`src/rtl/mc_ctrl_pkg.sv`:
```
// Purpose : shared encodings for the multi-cycle MIPS control unit (states, opcodes, funct, ALU/mux selects).
// Latency : n/a (declarations only).
// Backpr. : n/a.
package mc_ctrl_pkg;

    // Controller states, one per instruction phase.
    typedef enum logic [3:0] {
        FETCH  = 4'd0,
        DECODE = 4'd1,
        MEMADR = 4'd2,
        MEMRD  = 4'd3,
        MEMWB  = 4'd4,
        MEMWR  = 4'd5,
        EXEC   = 4'd6,
        ALUWB  = 4'd7,
        BRANCH = 4'd8,
        ADDIEX = 4'd9,
        ADDIWB = 4'd10,
        JUMP   = 4'd11,
        DIVEX  = 4'd12,
        DIVWB  = 4'd13
    } state_t;

    // Opcodes.
    localparam logic [5:0] OP_RTYPE = 6'b000000;
    localparam logic [5:0] OP_LW    = 6'b100011;
    localparam logic [5:0] OP_SW    = 6'b101011;
    localparam logic [5:0] OP_BEQ   = 6'b000100;
    localparam logic [5:0] OP_ADDI  = 6'b001000;
    localparam logic [5:0] OP_J     = 6'b000010;
    localparam logic [5:0] OP_DIV   = 6'b001001;

    // R-type funct codes.
    localparam logic [5:0] FN_ADD    = 6'b100000;
    localparam logic [5:0] FN_SUB    = 6'b100010;
    localparam logic [5:0] FN_AND    = 6'b100100;
    localparam logic [5:0] FN_OR     = 6'b100101;
    localparam logic [5:0] FN_SLT    = 6'b101010;
    localparam logic [5:0] FN_CUSTOM = 6'b111111;

    // ALU operations (3-bit native, zero-extended by users to ALUCTRL_W).
    localparam logic [2:0] ALU_AND    = 3'b000;
    localparam logic [2:0] ALU_OR     = 3'b001;
    localparam logic [2:0] ALU_ADD    = 3'b010;
    localparam logic [2:0] ALU_CUSTOM = 3'b011;
    localparam logic [2:0] ALU_DIV    = 3'b100;
    localparam logic [2:0] ALU_SUB    = 3'b110;
    localparam logic [2:0] ALU_SLT    = 3'b111;

    // ALU B-operand select.
    localparam logic [1:0] SRCB_REGB  = 2'b00;
    localparam logic [1:0] SRCB_FOUR  = 2'b01;
    localparam logic [1:0] SRCB_IMM   = 2'b10;
    localparam logic [1:0] SRCB_IMMSH = 2'b11;

    // PC source select.
    localparam logic [1:0] PCSRC_ALU    = 2'b00;
    localparam logic [1:0] PCSRC_ALUOUT = 2'b01;
    localparam logic [1:0] PCSRC_JUMP   = 2'b10;

    // Divide cycle counter width; covers DIV_CYCLES up to 255.
    localparam int DIV_CNT_W = 8;

endpackage

```
`src/rtl/mc_controller_alu_decoder.sv`:
```
// Purpose : R-type funct -> ALUControl decode, flags unknown funct codes.
// Latency : combinational.
// Backpr. : none.
// Ports   : funct (in, 6) ; alu_ctrl (out, ALUCTRL_W) ; illegal (out, 1, unknown funct).
module alu_decoder
    import mc_ctrl_pkg::*;
#(
    parameter int ALUCTRL_W = 3
) (
    input  logic [5:0]           funct,
    output logic [ALUCTRL_W-1:0] alu_ctrl,
    output logic                 illegal
);

    always_comb begin
        // Unknown funct drives an all-ones ALU code alongside the illegal flag.
        alu_ctrl = '1;
        illegal  = 1'b0;
        case (funct)
            FN_ADD:    alu_ctrl = ALUCTRL_W'(ALU_ADD);
            FN_SUB:    alu_ctrl = ALUCTRL_W'(ALU_SUB);
            FN_AND:    alu_ctrl = ALUCTRL_W'(ALU_AND);
            FN_OR:     alu_ctrl = ALUCTRL_W'(ALU_OR);
            FN_SLT:    alu_ctrl = ALUCTRL_W'(ALU_SLT);
            FN_CUSTOM: alu_ctrl = ALUCTRL_W'(ALU_CUSTOM);
            default:   illegal  = 1'b1;
        endcase
    end

endmodule

```
`src/rtl/mc_controller.sv`:
```
// Purpose : multi-cycle MIPS control unit; Moore FSM sequencing fetch/decode/execute/memory/writeback plus divide.
// Latency : lw 5, sw/R/addi 4, beq/j 3, div DIV_CYCLES+3 cycles (mem_ready held high).
// Backpr. : FETCH, MEMRD and MEMWR hold state until mem_ready; DIVEX holds for DIV_CYCLES cycles.
// Ports   : clk, rst (sync, active high); op/funct from IR; zero, mem_ready from datapath/memory;
//           datapath strobes PCWrite, PCWriteCond, IorD, IRWrite, MemWrite, RegWrite, RegDst, MemtoReg;
//           mux selects ALUSrcA, ALUSrcB, PCSrc, ALUControl; status div_busy, illegal_op.
module mc_controller
    import mc_ctrl_pkg::*;
#(
    parameter int ALUCTRL_W  = 3,
    parameter int DIV_CYCLES = 32,
    parameter bit ENABLE_DIV = 1'b1
) (
    input  logic                 clk,
    input  logic                 rst,
    input  logic [5:0]           op,
    input  logic [5:0]           funct,
    input  logic                 zero,
    input  logic                 mem_ready,
    output logic                 PCWrite,
    output logic                 PCWriteCond,
    output logic                 IorD,
    output logic                 IRWrite,
    output logic                 MemWrite,
    output logic                 RegWrite,
    output logic                 RegDst,
    output logic                 MemtoReg,
    output logic                 ALUSrcA,
    output logic [1:0]           ALUSrcB,
    output logic [1:0]           PCSrc,
    output logic [ALUCTRL_W-1:0] ALUControl,
    output logic                 div_busy,
    output logic                 illegal_op
);

    localparam logic [DIV_CNT_W-1:0] DIV_CNT_INIT = DIV_CNT_W'(DIV_CYCLES - 1);
    localparam logic [ALUCTRL_W-1:0] ALUC_ADD     = ALUCTRL_W'(ALU_ADD);
    localparam logic [ALUCTRL_W-1:0] ALUC_SUB     = ALUCTRL_W'(ALU_SUB);
    localparam logic [ALUCTRL_W-1:0] ALUC_DIV     = ALUCTRL_W'(ALU_DIV);

    state_t               state_q, state_d;
    logic [DIV_CNT_W-1:0] div_cnt_q, div_cnt_d;
    // Remembers an unknown funct seen in EXEC so ALUWB suppresses the write.
    logic                 funct_bad_q, funct_bad_d;

    logic                 op_illegal;
    logic [ALUCTRL_W-1:0] exec_alu_ctrl;
    logic                 exec_funct_bad;

    // The branch condition is applied in the datapath (PCWriteCond & zero);
    // the flag is carried on this interface but not needed by the sequencer.
    logic                 unused_zero;
    assign unused_zero = zero;

    alu_decoder #(
        .ALUCTRL_W (ALUCTRL_W)
    ) u_alu_decoder (
        .funct    (funct),
        .alu_ctrl (exec_alu_ctrl),
        .illegal  (exec_funct_bad)
    );

    // Opcode legality; div is only legal when the divider is built in.
    always_comb begin
        op_illegal = 1'b0;
        case (op)
            OP_RTYPE, OP_LW, OP_SW, OP_BEQ, OP_ADDI, OP_J: op_illegal = 1'b0;
            OP_DIV:  op_illegal = !ENABLE_DIV;
            default: op_illegal = 1'b1;
        endcase
    end

    // Next-state and counter logic.
    always_comb begin
        state_d     = state_q;
        div_cnt_d   = div_cnt_q;
        funct_bad_d = funct_bad_q;
        case (state_q)
            FETCH:  if (mem_ready) state_d = DECODE;
            DECODE: begin
                case (op)
                    OP_LW, OP_SW: state_d = MEMADR;
                    OP_RTYPE:     state_d = EXEC;
                    OP_BEQ:       state_d = BRANCH;
                    OP_ADDI:      state_d = ADDIEX;
                    OP_J:         state_d = JUMP;
                    OP_DIV: begin
                        if (ENABLE_DIV) begin
                            state_d   = DIVEX;
                            div_cnt_d = DIV_CNT_INIT;
                        end else begin
                            state_d = FETCH;
                        end
                    end
                    default:      state_d = FETCH;
                endcase
            end
            MEMADR: state_d = (op == OP_SW) ? MEMWR : MEMRD;
            MEMRD:  if (mem_ready) state_d = MEMWB;
            MEMWB:  state_d = FETCH;
            MEMWR:  if (mem_ready) state_d = FETCH;
            EXEC: begin
                state_d     = ALUWB;
                funct_bad_d = exec_funct_bad;
            end
            ALUWB:  state_d = FETCH;
            BRANCH: state_d = FETCH;
            ADDIEX: state_d = ADDIWB;
            ADDIWB: state_d = FETCH;
            JUMP:   state_d = FETCH;
            // Counter was loaded with DIV_CYCLES-1 on entry, so reaching zero
            // marks the last divide cycle.
            DIVEX: begin
                if (div_cnt_q == '0) begin
                    state_d = DIVWB;
                end else begin
                    div_cnt_d = div_cnt_q - 1'b1;
                end
            end
            DIVWB:  state_d = FETCH;
            default: state_d = FETCH;
        endcase
    end

    always_ff @(posedge clk) begin
        if (rst) begin
            state_q     <= FETCH;
            div_cnt_q   <= '0;
            funct_bad_q <= 1'b0;
        end else begin
            state_q     <= state_d;
            div_cnt_q   <= div_cnt_d;
            funct_bad_q <= funct_bad_d;
        end
    end

    // Moore output decode; only FETCH strobes (mem_ready), EXEC ALU op (funct)
    // and illegal_op (op/funct) look at inputs.
    always_comb begin
        PCWrite     = 1'b0;
        PCWriteCond = 1'b0;
        IorD        = 1'b0;
        IRWrite     = 1'b0;
        MemWrite    = 1'b0;
        RegWrite    = 1'b0;
        RegDst      = 1'b0;
        MemtoReg    = 1'b0;
        ALUSrcA     = 1'b0;
        ALUSrcB     = SRCB_REGB;
        PCSrc       = PCSRC_ALU;
        ALUControl  = '0;
        div_busy    = 1'b0;
        illegal_op  = 1'b0;
        case (state_q)
            FETCH: begin
                IRWrite    = mem_ready;
                PCWrite    = mem_ready;
                ALUSrcB    = SRCB_FOUR;
                ALUControl = ALUC_ADD;
            end
            DECODE: begin
                ALUSrcB    = SRCB_IMMSH;
                ALUControl = ALUC_ADD;
                illegal_op = op_illegal;
            end
            MEMADR: begin
                ALUSrcA    = 1'b1;
                ALUSrcB    = SRCB_IMM;
                ALUControl = ALUC_ADD;
            end
            MEMRD: IorD = 1'b1;
            MEMWB: begin
                MemtoReg = 1'b1;
                RegWrite = 1'b1;
            end
            MEMWR: begin
                IorD     = 1'b1;
                MemWrite = 1'b1;
            end
            EXEC: begin
                ALUSrcA    = 1'b1;
                ALUControl = exec_alu_ctrl;
                illegal_op = exec_funct_bad;
            end
            ALUWB: begin
                RegDst   = 1'b1;
                RegWrite = !funct_bad_q;
            end
            BRANCH: begin
                ALUSrcA     = 1'b1;
                ALUControl  = ALUC_SUB;
                PCWriteCond = 1'b1;
                PCSrc       = PCSRC_ALUOUT;
            end
            ADDIEX: begin
                ALUSrcA    = 1'b1;
                ALUSrcB    = SRCB_IMM;
                ALUControl = ALUC_ADD;
            end
            ADDIWB: RegWrite = 1'b1;
            JUMP: begin
                PCWrite = 1'b1;
                PCSrc   = PCSRC_JUMP;
            end
            DIVEX: begin
                ALUSrcA    = 1'b1;
                ALUControl = ALUC_DIV;
                div_busy   = 1'b1;
            end
            DIVWB: begin
                RegDst   = 1'b1;
                RegWrite = 1'b1;
            end
            default: ;
        endcase
    end

endmodule

```
`config.mk`:
```
export PLATFORM = sky130hd
export DESIGN_NAME = mc_controller
export DESIGN_NICKNAME = d
export VERILOG_FILES = /design/src/rtl/mc_ctrl_pkg.sv /design/src/rtl/mc_controller_alu_decoder.sv /design/src/rtl/mc_controller.sv
export SDC_FILE = /design/constraint.sdc
export NUM_CORES = 1
export LEC_CHECK = 0
export ABC_AREA = 0
export ABC_CLOCK_PERIOD_IN_PS = 4350
export BUFFER_PORTS_ARGS = -buffer_cell sky130_fd_sc_hd__buf_2
export CORE_MARGIN = 3
export CORE_UTILIZATION = 56
export CTS_CLUSTER_SIZE = 20
export DETAILED_ROUTE_END_ITERATION = 10
export PLACE_DENSITY = 0.85
export SETUP_SLACK_MARGIN = 0.3
export SYNTH_ARGS = -nofsm -noshare
export SYNTH_HDL_FRONTEND = slang
export SYNTH_SLANG_ARGS = --single-unit
```
`constraint.sdc`:
```
create_clock -name clk -period 4.35 [get_ports clk]
set_input_delay 0.87 -clock clk [delete_from_list [all_inputs] [get_ports clk]]
set_output_delay 0.87 -clock clk [all_outputs]
set_load 0.005 [all_outputs]
```
==> report_table.html, run 1 <==
<table>
<tr><th>Metric</th><th>Value</th></tr>
<tr><th colspan="2">Floorplanning</th></tr>
<tr><td>Ports</td><td>34</td></tr>
<tr><td>Rows</td><td>16</td></tr>
<tr><td>Chip height</td><td>52.8 um</td></tr>
<tr><td>Core footprint</td><td>around 0.0020 mm^2</td></tr>
<tr><td>Die X-Extent</td><td>52.8 um</td></tr>
<tr><td>Full die area</td><td>0.00279 mm^2</td></tr>
<tr><td>Initial Utilization</td><td>60.8%</td></tr>
<tr><th colspan="2">STA</th></tr>
<tr><td>Setup Skew</td><td>0.00650 ns</td></tr>
<tr><td>Setup ws final</td><td>1.16 ns</td></tr>
<tr><td>Unrepaired setup endpoints after global routing</td><td>false</td></tr>
<tr><td>Hold Worst Slack</td><td>0.479 ns</td></tr>
<tr><td>Setup total negative slack</td><td>0 ns</td></tr>
<tr><td>Final setup violation count</td><td>0</td></tr>
<tr><td>Worst rel slew slack</td><td>50.8%</td></tr>
<tr><td>Transition time of the tightest slew-check pin</td><td>0.737 ns</td></tr>
<tr><td>Part of the cycle the worst path needs</td><td>73.4%</td></tr>
<tr><td>Number of pins exceeding their max-slew limit in the final report</td><td>0</td></tr>
<tr><td>Tmin final</td><td>3.19 ns</td></tr>
<tr><td>Highest clock rate</td><td>roughly 310 MHz</td></tr>
<tr><td>Final Hold Violating Endpoints</td><td>0</td></tr>
<tr><th colspan="2">Worst setup path</th></tr>
<tr><td>Req. time, crit path</td><td>3.48 ns</td></tr>
<tr><td>Type of destination of the critical path</td><td>primary output</td></tr>
<tr><td>Startpoint type of the worst setup path</td><td>input pin</td></tr>
<tr><td>Crit path arrival time</td><td>2.32 ns</td></tr>
<tr><td>Top cell family by delay on the critical path</td><td>compound AO/OA/AOI/OAI gates</td></tr>
<tr><td>Maximum fanout along the worst path</td><td>5</td></tr>
<tr><td>Startpoint of the lowest-slack register-to-register path</td><td>state_q[3]$_SDFFE_PP0P_</td></tr>
<tr><td>Cell at the slowest stage of the critical path</td><td>sky130_fd_sc_hd__a2111oi_0</td></tr>
<tr><td>Cell-by-cell trace of the critical path</td><td>buf_2, inv_1, a2111oi_0, o21ai_0, a32o_1, buf_2</td></tr>
<tr><td>Buffer and inverter count on the worst path</td><td>3</td></tr>
<tr><td>Critical Path Most Common Cell</td><td>sky130_fd_sc_hd__buf_2</td></tr>
<tr><td>Delay of the slowest critical-path stage</td><td>0.63 ns</td></tr>
<tr><td>First element of the critical path</td><td>funct[2]</td></tr>
<tr><td>Setup CP Type</td><td>in2out</td></tr>
<tr><th colspan="2">Clock network</th></tr>
<tr><td>Max Root-Sink Buffers</td><td>2</td></tr>
<tr><td>TritonCTS clock tree</td><td>built</td></tr>
<tr><td>Clock network latency to the later pin of the worst-skew pair</td><td>0.28 ns</td></tr>
<tr><td>Number of buffers inserted by hold repair at cts</td><td>0</td></tr>
<tr><td>CTS-repair resized insts</td><td>0</td></tr>
<tr><td># Post-CTS Setup Buffers</td><td>0</td></tr>
<tr><td>Sink count of the clock tree</td><td>13</td></tr>
<tr><td>Num CTS Buffers</td><td>3</td></tr>
<tr><td>Library cell used as clock root buffer</td><td>sky130_fd_sc_hd__clkbuf_4</td></tr>
<tr><td>H-tree levels</td><td>1</td></tr>
<tr><td>Clock Pin Slew Worst Setup and Hold Paths</td><td>0.08 ns</td></tr>
<tr><th colspan="2">Power and ir drop</th></tr>
<tr><td>P_leak</td><td>0.544 nW</td></tr>
<tr><td>Power density of the placed cells</td><td>185 mW/mm^2</td></tr>
<tr><td>Overall power</td><td>0.254 mW</td></tr>
<tr><td>Worst IR drop on VDD</td><td>0.118 mV</td></tr>
<tr><th colspan="2">GRT</th></tr>
<tr><td>Vias in the first global route</td><td>around 1200</td></tr>
<tr><td>All-Layer GR Usage</td><td>24.7%</td></tr>
<tr><td>Maximum number of pins on one net before global-route repair</td><td>24</td></tr>
<tr><td>Antenna violations before repair</td><td>0</td></tr>
<tr><td>Global-route wire length before repair</td><td>5210 um</td></tr>
<tr><td>Final global-route overflow total</td><td>0</td></tr>
<tr><th colspan="2">Final layout</th></tr>
<tr><td>Post-Route Utilization</td><td>68.2%</td></tr>
<tr><td>Non-Filler Cell Area, Final</td><td>0.00138 mm^2</td></tr>
<tr><td>Final-stage net count</td><td>208</td></tr>
<tr><td>Fraction of final layout cells with drive strength greater than 1</td><td>23.3%</td></tr>
<tr><td>Layout Cells excl Fill</td><td>~220</td></tr>
<tr><td>Number of diodes</td><td>0</td></tr>
<tr><td>Synthesis-to-layout area growth</td><td>12.2%</td></tr>
<tr><td># fillers</td><td>180</td></tr>
<tr><th colspan="2">Synth</th></tr>
<tr><td>Part of the Yosys area used for sequential elements</td><td>21.2%</td></tr>
<tr><td>Share of the synthesized area in the top cell type</td><td>21.2%</td></tr>
<tr><td>Synth top cells by count</td><td>sky130_fd_sc_hd__nor2_1, sky130_fd_sc_hd__dfxtp_1, sky130_fd_sc_hd__nand2_1, sky130_fd_sc_hd__o21ai_0, sky130_fd_sc_hd__a21oi_1</td></tr>
<tr><td>Library cell with the highest instance count after synthesis</td><td>sky130_fd_sc_hd__nor2_1</td></tr>
<tr><td>Number of warnings issued by yosys</td><td>0</td></tr>
<tr><td>Synthesized area per cell</td><td>approximately 7.4 um^2</td></tr>
<tr><td>Cells taking the most area after synthesis</td><td>sky130_fd_sc_hd__dfxtp_1, sky130_fd_sc_hd__nor2_1, sky130_fd_sc_hd__o21ai_0</td></tr>
<tr><td>FFs w/ async S/R, synth</td><td>0%</td></tr>
<tr><td>Most used flip-flop cell after synthesis</td><td>sky130_fd_sc_hd__dfxtp_1</td></tr>
<tr><td>Synthesis-stage register bit count</td><td>13</td></tr>
<tr><td>Post-Syn Nets</td><td>185</td></tr>
<tr><td>Number of instances in the synthesized netlist</td><td>167</td></tr>
<tr><td>Count of flip-flops with a built-in enable after synthesis</td><td>0</td></tr>
<tr><td>Distinct cells, synth</td><td>55</td></tr>
<tr><td>Post-Synthesis Cell Area</td><td>0.00123 mm^2</td></tr>
<tr><td>Library cell with the largest summed area after synthesis</td><td>sky130_fd_sc_hd__dfxtp_1</td></tr>
<tr><th colspan="2">Placed design</th></tr>
<tr><td>Placed cell count</td><td>212</td></tr>
<tr><td>Placement Cell Area</td><td>0.00135 mm^2</td></tr>
<tr><td>RePlAce Congestion</td><td>0.907</td></tr>
<tr><td>Worst-case setup slack after placement</td><td>1.26 ns</td></tr>
<tr><td>Total of buffers placed on input and output ports</td><td>32</td></tr>
<tr><td>Post-detail-place hpwl</td><td>about 2200 um</td></tr>
<tr><th colspan="2">Drt</th></tr>
<tr><td>Via/cell ratio</td><td>6.15</td></tr>
<tr><td>Vias after detailed routing</td><td>between 1000 and 1500</td></tr>
<tr><td>Post-detailed-route count of antenna-violating nets</td><td>0</td></tr>
<tr><td>Number of detailed-route iterations in the first pass</td><td>4</td></tr>
<tr><td>Number of design rule violations left after detail routing</td><td>0</td></tr>
<tr><td>Routed length per placed instance</td><td>14.2 um</td></tr>
<tr><td>Final Routed Wirelength</td><td>a little over 3000 um</td></tr>
<tr><td>DRC violation total after the first TritonRoute iteration</td><td>38</td></tr>
<tr><th colspan="2">Hold path</th></tr>
<tr><td>Startpoint of the lowest-slack hold path</td><td>div_cnt_q[0]$_SDFFE_PP0P_</td></tr>
<tr><td>Path type of the worst min-delay path</td><td>reg2reg</td></tr>
<tr><th colspan="2">Outcome</th></tr>
<tr><td>Run status</td><td>finished clean</td></tr>
<tr><th colspan="2">Job</th></tr>
<tr><td>Maximum Capacitance Violations</td><td>0</td></tr>
</table>
==> state kept, by name (all words and copies together) (netlist names) <==
| name | flops |
|---|---|
| funct_bad_q | 1 |
| state_q | 4 |
| div_cnt_q | 8 |
==> cells by family after synthesis <==
group,count (synthesis),synth area share [%]
flip-flops,13,21.2
AND/OR/NAND/NOR,69,31.5
buffers and inverters,21,7.84
adder cells (fa/ha/maj),2,2.04
XOR/XNOR,10,7.13
multiplexers,1,0.815
AO/OA/AOI/OAI,51,29.5
==> worst reg2reg max path, stage by stage (launching register included) <==
cell and delay (ns):
sky130_fd_sc_hd__dfxtp_1 0.78, sky130_fd_sc_hd__and4bb_2 0.47, sky130_fd_sc_hd__o2111ai_2 0.22, sky130_fd_sc_hd__or4_1 0.44
sky130_fd_sc_hd__a21oi_1 0.15
==> cell usage in the layout (no fill, tap or decap), types with 4 or more instances in the layout <==
| cell type | count |
|---|---|
| sky130_fd_sc_hd__and3_1 | 4 |
| sky130_fd_sc_hd__nand2b_1 | 5 |
| sky130_fd_sc_hd__nor3b_1 | 4 |
| sky130_fd_sc_hd__xor2_1 | 4 |
| sky130_fd_sc_hd__a21oi_1 | 10 |
| sky130_fd_sc_hd__nor3_1 | 4 |
| sky130_fd_sc_hd__nand2_1 | 11 |
| sky130_fd_sc_hd__inv_1 | 7 |
| sky130_fd_sc_hd__dfxtp_1 | 13 |
| sky130_fd_sc_hd__buf_2 | 32 |
| sky130_fd_sc_hd__o21ai_0 | 11 |
| sky130_fd_sc_hd__nor2_1 | 18 |
| sky130_fd_sc_hd__xnor2_1 | 6 |
==> where the power goes <==
| part | switching, mW | leakage (nW) | internal (mW) |
|---|---|---|---|
| clock | 0.0398 | 0.0150 | 0.0356 |
| combinational | 0.0282 | 0.424 | 0.0249 |
| sequential | 0.00573 | 0.105 | 0.120 |
| total | 0.0737 | 0.544 | 0.181 |
==> final cells by class <==
| type | count | area, um^2 | area share (%) |
|---|---|---|---|
| multi-input combinational | 133 | 872 | 63.2 |
| timing repair buffer | 32 | 160 | 11.6 |
| sequential | 13 | 260 | 18.9 |
| inverter | 7 | 26.3 | 1.91 |
| clock buffer | 4 | 26.3 | 1.91 |
| tap | 27 | 33.8 | 2.45 |
==> layer usage <==
| layer | global-route usage (%) | vias up | wire [um] |
|---|---|---|---|
| met2 | 42.6 | 46 | 1520 |
| met5 | 0 | - | 0 |
| met3 | 2.85 | 6 | 144 |
| met1 | 29.9 | 619 | 1330 |
| met4 | 11.5 | 0 | 73 |
| li1 | - | 657 | - |
==> worst paths after layout <==
kind         slack, ns  cells after the start                        end
max reg2reg       2.22                      4  div_cnt_q[5]$_SDFFE_PP0P_
min               0.48                      1  div_cnt_q[0]$_SDFFE_PP0P_
min reg2reg       0.48                      1  div_cnt_q[0]$_SDFFE_PP0P_
max               1.16                      6                 illegal_op
Note: power is estimated with default switching activity, not from simulation.
==> run 2: changes to the inputs <==
--- a/config.mk
+++ b/config.mk
@@ -6,13 +6,13 @@
 export NUM_CORES = 1
 export LEC_CHECK = 0
 export ABC_AREA = 0
-export ABC_CLOCK_PERIOD_IN_PS = 4350
+export ABC_CLOCK_PERIOD_IN_PS = 3000
 export BUFFER_PORTS_ARGS = -buffer_cell sky130_fd_sc_hd__buf_2
 export CORE_MARGIN = 3
-export CORE_UTILIZATION = 56
+export CORE_UTILIZATION = 52
 export CTS_CLUSTER_SIZE = 20
 export DETAILED_ROUTE_END_ITERATION = 10
-export PLACE_DENSITY = 0.85
+export PLACE_DENSITY = 0.79
 export SETUP_SLACK_MARGIN = 0.3
 export SYNTH_ARGS = -nofsm -noshare
 export SYNTH_HDL_FRONTEND = slang
==> constraint.sdc (replaced) <==
create_clock -name clk -period 3 [get_ports clk]
set_input_delay 0.6 -clock clk [delete_from_list [all_inputs] [get_ports clk]]
set_output_delay 0.6 -clock clk [all_outputs]
set_load 0.005 [all_outputs]
==> report_table.html, run 2 (synthesis gave the netlist of run 1 again) <==
<table>
<tr><th>Metric</th><th>Value</th></tr>
<tr><th colspan="2">Outcome</th></tr>
<tr><td>Run status</td><td>finished clean (unchanged)</td></tr>
<tr><th colspan="2">Worst setup path</th></tr>
<tr><td>First element of the critical path</td><td>funct[2] (unchanged)</td></tr>
<tr><td>FF-to-FF setup slack</td><td>0.81 ns (was 2.22 ns)</td></tr>
<tr><td>Crit path arrival time</td><td>1.94 ns (was 2.32 ns)</td></tr>
<tr><td>Cell-by-cell trace of the critical path</td><td>buf_2, inv_1, a2111oi_0, o21ai_0, a32o_1, buf_2 (unchanged)</td></tr>
<tr><td>FF-to-FF path depth</td><td>4 (unchanged)</td></tr>
<tr><td>Type of destination of the critical path</td><td>primary output (unchanged)</td></tr>
<tr><td>Delay of the slowest critical-path stage</td><td>0.52 ns (was 0.63 ns)</td></tr>
<tr><td>Reg2reg end</td><td>div_cnt_q[5]$_SDFFE_PP0P_ (unchanged)</td></tr>
<tr><td>Buffer and inverter count on the worst path</td><td>3 (unchanged)</td></tr>
<tr><td>Setup CP Type</td><td>in2out (unchanged)</td></tr>
<tr><td>Startpoint type of the worst setup path</td><td>input pin (unchanged)</td></tr>
<tr><td>Cell at the slowest stage of the critical path</td><td>sky130_fd_sc_hd__a2111oi_0 (unchanged)</td></tr>
<tr><td>Startpoint of the lowest-slack register-to-register path</td><td>state_q[3]$_SDFFE_PP0P_ (unchanged)</td></tr>
<tr><td>Maximum fanout along the worst path</td><td>5 (unchanged)</td></tr>
<tr><td>Critical Path Most Common Cell</td><td>sky130_fd_sc_hd__buf_2 (unchanged)</td></tr>
<tr><td>Req. time, crit path</td><td>2.40 ns (was 3.48 ns)</td></tr>
<tr><td>Top cell family by delay on the critical path</td><td>compound AO/OA/AOI/OAI gates (unchanged)</td></tr>
<tr><th colspan="2">STA</th></tr>
<tr><td>Final Hold Violating Endpoints</td><td>0 (unchanged)</td></tr>
<tr><td>Transition time of the tightest slew-check pin</td><td>0.692 ns (was 0.737 ns)</td></tr>
<tr><td>Number of pins exceeding their max-slew limit in the final report</td><td>0 (unchanged)</td></tr>
<tr><td>Part of the cycle the worst path needs</td><td>between 80% and 90%</td></tr>
<tr><td>Setup total negative slack</td><td>0 ns (unchanged)</td></tr>
<tr><td>Highest clock rate</td><td>394 MHz</td></tr>
<tr><td>Final setup violation count</td><td>0 (unchanged)</td></tr>
<tr><td>Setup ws final</td><td>0.465 ns (was 1.16 ns)</td></tr>
<tr><td>Tmin final</td><td>between 2 and 3 ns</td></tr>
<tr><td>Hold Worst Slack</td><td>0.495 ns (was 0.479 ns)</td></tr>
<tr><td>Worst rel slew slack</td><td>53.8% (was 50.8%)</td></tr>
<tr><td>Setup Skew</td><td>0.0146 ns (was 0.00650 ns)</td></tr>
<tr><td>Unrepaired setup endpoints after global routing</td><td>false (unchanged)</td></tr>
<tr><th colspan="2">Final layout</th></tr>
<tr><td>Max FFs per register</td><td>8 (unchanged)</td></tr>
<tr><td># fillers</td><td>196 (was 180)</td></tr>
<tr><td>Fraction of final layout cells with drive strength greater than 1</td><td>23.8% (was 23.3%)</td></tr>
<tr><td>Synthesis-to-layout area growth</td><td>12.3% (was 12.2%)</td></tr>
<tr><td>Top flop regs</td><td>div_cnt_q: 8 flops, state_q: 4 flops, funct_bad_q: 1 flops (unchanged)</td></tr>
<tr><td>Largest register by flop count</td><td>div_cnt_q (unchanged)</td></tr>
<tr><td>Top library cells by usage in the layout, fill and taps aside</td><td>sky130_fd_sc_hd__buf_2, sky130_fd_sc_hd__nor2_1, sky130_fd_sc_hd__dfxtp_1, sky130_fd_sc_hd__nand2_1, sky130_fd_sc_hd__o21ai_0 (unchanged)</td></tr>
<tr><td>Number of diodes</td><td>0 (unchanged)</td></tr>
<tr><td>Final-stage net count</td><td>208 (unchanged)</td></tr>
<tr><td>Most common cell after layout, fill and taps aside</td><td>sky130_fd_sc_hd__buf_2 (unchanged)</td></tr>
<tr><td>Post-Route Utilization</td><td>65.7% (was 68.2%)</td></tr>
<tr><td>Non-Filler Cell Area, Final</td><td>0.00138 mm^2 (about the same)</td></tr>
<tr><th colspan="2">Placed design</th></tr>
<tr><td>Worst-case setup slack after placement</td><td>0.531 ns (was 1.26 ns)</td></tr>
<tr><td>RePlAce Congestion</td><td>0.825 (was 0.907)</td></tr>
<tr><td>Post-detail-place hpwl</td><td>2280 um (was 2240 um)</td></tr>
<tr><td>Total of buffers placed on input and output ports</td><td>32 (unchanged)</td></tr>
<tr><td>Placement Cell Area</td><td>0.00135 mm^2 (unchanged)</td></tr>
<tr><th colspan="2">Job</th></tr>
<tr><td>Maximum Capacitance Violations</td><td>0 (unchanged)</td></tr>
<tr><th colspan="2">Drt</th></tr>
<tr><td>Routed length per placed instance</td><td>14.6 um (was 14.2 um)</td></tr>
<tr><td>DRC violation total after the first TritonRoute iteration</td><td>22 (was 38)</td></tr>
<tr><td>Final Routed Wirelength</td><td>3140 um (was 3070 um)</td></tr>
<tr><td>Number of design rule violations left after detail routing</td><td>0 (unchanged)</td></tr>
<tr><td>Vias after detailed routing</td><td>1313 (was 1328)</td></tr>
<tr><td>Via/cell ratio</td><td>6.08 (was 6.15)</td></tr>
<tr><td>Number of detailed-route iterations in the first pass</td><td>4 (unchanged)</td></tr>
<tr><td>Post-detailed-route count of antenna-violating nets</td><td>0 (unchanged)</td></tr>
<tr><th colspan="2">Floorplanning</th></tr>
<tr><td>Rows</td><td>16 (unchanged)</td></tr>
<tr><td>Full die area</td><td>0.00298 mm^2 (was 0.00279 mm^2)</td></tr>
<tr><td>Chip height</td><td>54.6 um (was 52.8 um)</td></tr>
<tr><td>Ports</td><td>34 (unchanged)</td></tr>
<tr><td>Core footprint</td><td>0.00210 mm^2 (was 0.00202 mm^2)</td></tr>
<tr><td>Initial Utilization</td><td>58.5% (was 60.8%)</td></tr>
<tr><td>Die X-Extent</td><td>54.6 um (was 52.8 um)</td></tr>
<tr><th colspan="2">Hold path</th></tr>
<tr><td>Hold path endpoint</td><td>div_cnt_q[0]$_SDFFE_PP0P_ (unchanged)</td></tr>
<tr><td>Path type of the worst min-delay path</td><td>reg2reg (unchanged)</td></tr>
<tr><td>Startpoint of the lowest-slack hold path</td><td>div_cnt_q[0]$_SDFFE_PP0P_ (unchanged)</td></tr>
<tr><td>Hold path depth</td><td>1 (unchanged)</td></tr>
<tr><th colspan="2">Clock network</th></tr>
<tr><td>Clock Pin Slew Worst Setup and Hold Paths</td><td>0.09 ns (was 0.08 ns)</td></tr>
<tr><td>H-tree levels</td><td>1 (unchanged)</td></tr>
<tr><td>Max Root-Sink Buffers</td><td>2 (unchanged)</td></tr>
<tr><td>TritonCTS clock tree</td><td>built (unchanged)</td></tr>
<tr><td>Clock network latency to the later pin of the worst-skew pair</td><td>0.28 ns (about the same)</td></tr>
<tr><td># Post-CTS Setup Buffers</td><td>0 (unchanged)</td></tr>
<tr><td>Number of buffers inserted by hold repair at cts</td><td>0 (unchanged)</td></tr>
<tr><td>Sink count of the clock tree</td><td>13 (unchanged)</td></tr>
<tr><td>Library cell used as clock root buffer</td><td>sky130_fd_sc_hd__clkbuf_4 (unchanged)</td></tr>
<tr><td>Num CTS Buffers</td><td>3 (unchanged)</td></tr>
<tr><th colspan="2">GRT</th></tr>
<tr><td>Global-route wire length before repair</td><td>5310 um (was 5210 um)</td></tr>
<tr><td>Antenna violations before repair</td><td>0 (unchanged)</td></tr>
<tr><td>Vias in the first global route</td><td>1167 (was 1209)</td></tr>
<tr><td>All-Layer GR Usage</td><td>24.4% (was 24.7%)</td></tr>
<tr><td>Maximum number of pins on one net before global-route repair</td><td>24 (unchanged)</td></tr>
<tr><td>Final global-route overflow total</td><td>0 (unchanged)</td></tr>
<tr><th colspan="2">Power and ir drop</th></tr>
<tr><td>Worst IR drop on VDD</td><td>0.155 mV (was 0.118 mV)</td></tr>
<tr><td>Power density of the placed cells</td><td>268 mW/mm^2 (was 185 mW/mm^2)</td></tr>
<tr><td>P_leak</td><td>0.545 nW (was 0.544 nW)</td></tr>
</table>
## run 2: cell counts in the layout (fill, tap and decap cells not counted)
Identical to the previous run, type by type.
## run 2: through the flow
| step | total power [mW] | cells |
|---|---|---|
| after floorplan | 0.234 | 167 |
| after global placement | 0.259 | 212 |
| after detailed placement | 0.262 | 212 |
| after CTS | 0.371 | 216 |
| after global routing | 0.393 | 216 |
| final | 0.370 | 216 |
## run 2: power breakdown
part	total [mW]	internal, mW	switching, mW
clock	0.110	0.0516	0.0589
sequential	0.183	0.174	0.00817
combinational	0.0767	0.0361	0.0406
## run 2: metal layers
metal | track usage [%] | routed length [um] | vias to the layer above
li1 | - | - | 659
met1 | 32.0 | 1370 | 601
met2 | 41.1 | 1550 | 51
met3 | 4.09 | 214 | 2
met4 | 5.39 | 16 | 0
met5 | 0 | 0 | -
## run 2: timing repair
| action | in CTS | in global routing |
|---|---|---|
| resized for setup | 0 | 1 |
| hold endpoints to repair | 0 | 0 |
| endpoints found under the setup margin | 0 | 1 |
## run 2: layout make-up
| class | instances | area (um^2) | area share (%) |
|---|---|---|---|
| Clock buffer | 4 | 26.3 | 1.90 |
| Inverter | 7 | 26.3 | 1.90 |
| Multi-Input combinational cell | 133 | 872 | 63.2 |
| Sequential cell | 13 | 262 | 18.9 |
| Tap cell | 27 | 33.8 | 2.45 |
| Timing Repair Buffer | 32 | 160 | 11.6 |
## run 2: worst max-delay path by stage
stage / cells after the start / end / slack [ns]
2_1_floorplan: 4 / illegal_op / 0.91
3_3_place_gp: 6 / illegal_op / 0.56
3_5_place_dp: 6 / illegal_op / 0.53
4_1_cts: 5 / ALUControl[2] / 0.46
5_1_grt: 5 / ALUControl[2] / 0.36
6_report: 6 / illegal_op / 0.46
